===== config.mk =====
export PLATFORM = sky130hd
export DESIGN_NAME = pipelined_adder
export DESIGN_NICKNAME = d
export VERILOG_FILES = /design/src/rtl/adder_pkg.sv /design/src/rtl/chunk_adder.sv /design/src/rtl/pipelined_adder.sv
export SDC_FILE = /design/constraint.sdc
export NUM_CORES = 1
export LEC_CHECK = 0
export CAP_MARGIN = 20
export CORE_UTILIZATION = 40
export CTS_BUF_LIST = sky130_fd_sc_hd__clkbuf_16
export CTS_CLUSTER_SIZE = 28
export DETAILED_ROUTE_END_ITERATION = 10
export GPL_TIMING_DRIVEN = 0
export SYNTH_ARGS = -nofsm -noshare
export SYNTH_HDL_FRONTEND = slang
export SYNTH_SLANG_ARGS = --single-unit

===== constraint.sdc =====
create_clock -name clk -period 1.6 [get_ports clk]
set_input_delay 0.16 -clock clk [delete_from_list [all_inputs] [get_ports clk]]
set_output_delay 0.16 -clock clk [all_outputs]
set_load 0.05 [all_outputs]

===== src/rtl/adder_pkg.sv =====
// Shared constants and parameter checks for the pipelined adder family.
package adder_pkg;

  localparam int DEFAULT_WIDTH  = 16;
  localparam int DEFAULT_STAGES = 4;

  // True when WIDTH can be split into STAGES equal chunks.
  function automatic bit legal_split(input int width, input int stages);
    if (width < 1 || stages < 1) return 1'b0;
    return (width % stages) == 0;
  endfunction

endpackage


===== src/rtl/chunk_adder.sv =====
// Combinational N-bit adder slice with carry in/out; one per pipeline stage.
module chunk_adder #(
  parameter int N = 4
) (
  input  logic [N-1:0] a,
  input  logic [N-1:0] b,
  input  logic         cin,
  output logic [N-1:0] s,
  output logic         cout
);

  assign {cout, s} = {1'b0, a} + {1'b0, b} + {{N{1'b0}}, cin};

endmodule


===== src/rtl/pipelined_adder.sv =====
// Pipelined ripple-carry adder: STAGES register stages, each resolving WIDTH/STAGES
// bits, with a valid/ready handshake and a global stall driven by the output side.
module pipelined_adder
  import adder_pkg::*;
#(
  parameter int WIDTH  = DEFAULT_WIDTH,
  parameter int STAGES = DEFAULT_STAGES
) (
  input  logic             clk,
  input  logic             reset,
  input  logic             in_valid,
  output logic             in_ready,
  input  logic [WIDTH-1:0] a,
  input  logic [WIDTH-1:0] b,
  input  logic             cin,
  output logic             out_valid,
  input  logic             out_ready,
  output logic [WIDTH-1:0] sum,
  output logic             cout
);

  localparam int CHUNK = (STAGES >= 1) ? WIDTH / STAGES : WIDTH;

  if (!legal_split(WIDTH, STAGES)) begin : g_bad_params
    $error("pipelined_adder: WIDTH=%0d must be >= 1 and divisible by STAGES=%0d (>= 1)",
           WIDTH, STAGES);
  end

  logic advance;

  assign advance  = !out_valid || out_ready;
  assign in_ready = advance && !reset;

  for (genvar k = 0; k < STAGES; k++) begin : g_stage
    // Operands still to be added, realigned so this stage's chunk sits at bit 0.
    localparam int REM = WIDTH - k * CHUNK;

    logic [REM-1:0]         a_src;
    logic [REM-1:0]         b_src;
    logic                   c_src;
    logic                   v_src;
    logic [CHUNK-1:0]       s;
    logic                   co;
    logic [(k+1)*CHUNK-1:0] res_nxt;
    logic [(k+1)*CHUNK-1:0] res_q;
    logic                   v_q;
    logic                   c_q;

    chunk_adder #(.N(CHUNK)) u_chunk (
      .a    (a_src[CHUNK-1:0]),
      .b    (b_src[CHUNK-1:0]),
      .cin  (c_src),
      .s    (s),
      .cout (co)
    );

    if (k == 0) begin : g_head
      assign a_src   = a;
      assign b_src   = b;
      assign c_src   = cin;
      assign v_src   = in_valid && in_ready;
      assign res_nxt = s;
    end else begin : g_body
      assign a_src   = g_stage[k-1].g_fwd.a_rem;
      assign b_src   = g_stage[k-1].g_fwd.b_rem;
      assign c_src   = g_stage[k-1].c_q;
      assign v_src   = g_stage[k-1].v_q;
      assign res_nxt = {s, g_stage[k-1].res_q};
    end

    always_ff @(posedge clk) begin
      if (reset) begin
        v_q   <= 1'b0;
        c_q   <= 1'b0;
        res_q <= '0;
      end else if (advance) begin
        v_q   <= v_src;
        c_q   <= co;
        res_q <= res_nxt;
      end
    end

    if (k < STAGES - 1) begin : g_fwd
      logic [REM-CHUNK-1:0] a_rem;
      logic [REM-CHUNK-1:0] b_rem;

      always_ff @(posedge clk) begin
        if (reset) begin
          a_rem <= '0;
          b_rem <= '0;
        end else if (advance) begin
          a_rem <= a_src[REM-1:CHUNK];
          b_rem <= b_src[REM-1:CHUNK];
        end
      end
    end
  end

  assign out_valid = g_stage[STAGES-1].v_q;
  assign sum       = g_stage[STAGES-1].res_q;
  assign cout      = g_stage[STAGES-1].c_q;

endmodule


==> results.cfg <==
[placed_design]
dpl_worst_slack_ns = -0.7676
io_buffers = 55
routabilityCongestion = 0.8243
post-dp-hpwl_mm = 6.718

[timing]
finalClockSkew_ns = 0.009065
setup_violations = 2
slew_headroom = 0.5968
tns_ns = -0.09061
timing.fmax_mhz = 606.0
final-hold-violation-count = 0
finalCriticalPeriod_ns = 1.650
setup_ws_ns = -0.05015
worst_pin_slew_ns = 0.6048
rsz0062_at_grt = true
finalCritPeriodShare = 1.031
drv_slew = 0

[die]
start_util = 0.4206
chipHeight_um = 101.5
coreArea_um2 = 9415
std_cell_rows = 35
dieArea_um2 = 10300
io_pins = 56
die_w_um = 101.5

[detailed_routing]
dr.first_iter.drc_count = 104
drt-wirelength-per-cell_um = 13.62
drc = 0
viasPerCell = 4.778
vias = 3211
wirelength_mm = 9.151
dr.pass1.iters = 5
final_antenna_net_count = 0

[setup_path]
critPathArrivalTime_ns = 1.88
r2r-end = cout
critPathCaptureType = register
r2r-start = g_stage[2].g_fwd.a_rem[0]
startpoint_type = register
worstPathRequired_ns = 1.83
reg2reg_depth = 5
critPathKind = reg -> reg
cp_max_fo = 2
r2r_slack_ns = -0.05

[clock_network]
cts_inserted_buffers = 9
clock_latency_ns = 0.33
cts_tree = yes
h-tree-depth = 3
root_buffer = clkbuf_16
cts.path.max_buffers = 2
clock-sinks = 96
clk_pin_slew_ns = 0.07
holdBufCountCts = 0

[hold_path]
hold_end = g_stage[2].res_q[11]
whs_path_depth = 3
hp-start = reset
hp-class = in -> reg

[yosys]
synthCells = 471
yosysWarnings = 0
synth.top_cell.area_share = 0.4853
synth-seq-cells = 96
seq_area_frac_synth = 0.4853
yosys.area.top_type = dfxtp_1
synth.area.top_cells = dfxtp_1 (49%), nand2_1 (16%), a21oi_1 (11%), fa_1 (4.0%), ha_1 (3.8%)
synth_cell_types = 24
avgSynthCellArea_um2 = 8.408
syn_nets = 528
netlist_area_um2 = 3960

[final_layout]
drive_gt1_frac = 0.1234
seq_area_um2 = 1928
final_cell_mix = nand2_1 (165), dfxtp_1 (91), a21oi_1 (85)
nFillCells = 950
nets = 595
mostFrequentLayoutCell = nand2_1
syn_to_final_growth_pct = 26.57
multi_input_area_um2 = 1828
n_antenna_cell = 0

[global_route]
grt_usage = 0.1936
grt_max_degree = 17
grt_pass1_vias = 3151
grt_pass1_wl_mm = 15.21
antenna_found_initial = 0
grt.overflow.total = 0

[pwr]
p_leak_nw = 2.078
ir_worst_vdd_mv = 0.6092
power_density_nw_per_um2 = 1053

[status]
status = finished, violations left
violations = negative setup slack

[job]
max_cap_violations = 0
[routing by layer]
metal	up-vias	GRT usage	share of wire
li1	1681	-	-
met4	0	0.07246	0.013
met1	1452	0.2619	0.50
met5	-	0	0
met3	11	0.02622	0.037
met2	67	0.3150	0.45
[cells by family after synthesis]
family	count (synthesis)	synth area share
simple gates	197	0.2003
buf+inv	44	0.06414
compound gates	110	0.1630
fa+ha+maj	20	0.07836
xor+xnor	4	0.008846
flops	96	0.4853
[state kept, by name, indices dropped and copies added, names as in the netlist]
| name | flops |
|---|---|
| sum | 16 |
| g_stage.res_q | 24 |
| g_stage.c_q | 3 |
| g_stage.v_q | 3 |
| cout | 1 |
| g_stage.g_fwd.b_rem | 24 |
| g_stage.g_fwd.a_rem | 24 |
| out_valid | 1 |
[layout make-up]
type / count / area share
multi-input combinational: 331 / 0.3647
tap: 129 / 0.03220
buffer: 33 / 0.04443
inverter: 11 / 0.008238
sequential: 96 / 0.3847
timing repair buffer: 56 / 0.1068
clock buffer: 9 / 0.04493
clock inverter: 7 / 0.01398
[critical path: stages, from the launching register on]
cell,delay (ns)
dfxtp_2,0.33
fa_2,0.40
fa_2,0.37
a21o_1,0.20
a211oi_2,0.18
nor3_1,0.06
[how the worst max path moves through the flow]
stage | startpoint | to | slack (ns) | cells after the start
after floorplan | g_stage[2].g_fwd.b_rem[0] | cout | 0.009 | 5
after global placement | reset | in_ready | -0.72 | 5
after detailed placement | reset | in_ready | -0.77 | 5
after CTS | g_stage[2].g_fwd.a_rem[0] | cout | -0.06 | 5
after global routing | g_stage[0].g_fwd.b_rem[0] | g_stage[1].res_q[7] | -0.10 | 6
final | g_stage[2].g_fwd.a_rem[0] | cout | -0.05 | 5
[per-stage QoR]
stage          instance area (um^2)  std cells  hold WS (ns)    util  power [mW]
3_3_place_gp                   4688        655        0.4386  0.4979       3.185
6_report                       5012        672        0.3280  0.5324       5.279
5_1_grt                        5012        672        0.3320  0.5324       5.477
2_1_floorplan                  3976        471        0.3005       -       2.972
3_5_place_dp                   4688        655        0.4434  0.4979       3.199
4_1_cts                        4991        672        0.3608  0.5301       5.305
[Yosys cell counts]
library cell and number:
nand2_1 165, or3_1 3, ha_1 12, dfxtp_1 96
nor3_1 1, a2111o_1 4, xnor2_1 4, inv_1 11
a211oi_1 8, nor2b_2 1, nor2b_1 3, nand2b_1 4
a221oi_2 1, nand3b_1 6, o211ai_2 4, buf_2 11
a21o_1 4, o21ai_0 3, buf_6 5, buf_4 10
fa_1 8, nor2_1 14, a21oi_1 86, clkbuf_1 7
[what timing repair did]
| item | CTS | global route |
|---|---|---|
| gates resized for setup | 35 | 8 |
| pin swaps | 7 | 3 |
| setup endpoints to repair | 24 | 11 |
| setup buffers | 1 | 0 |
[power breakdown]
part           internal [mW]  switching [mW]  leakage, nW  total, mW
clock                   1.21           0.921        0.137       2.13
combinational          0.257           0.298         1.15      0.555
sequential              2.52          0.0714        0.791       2.59
Power figures use the tool's default switching activity.
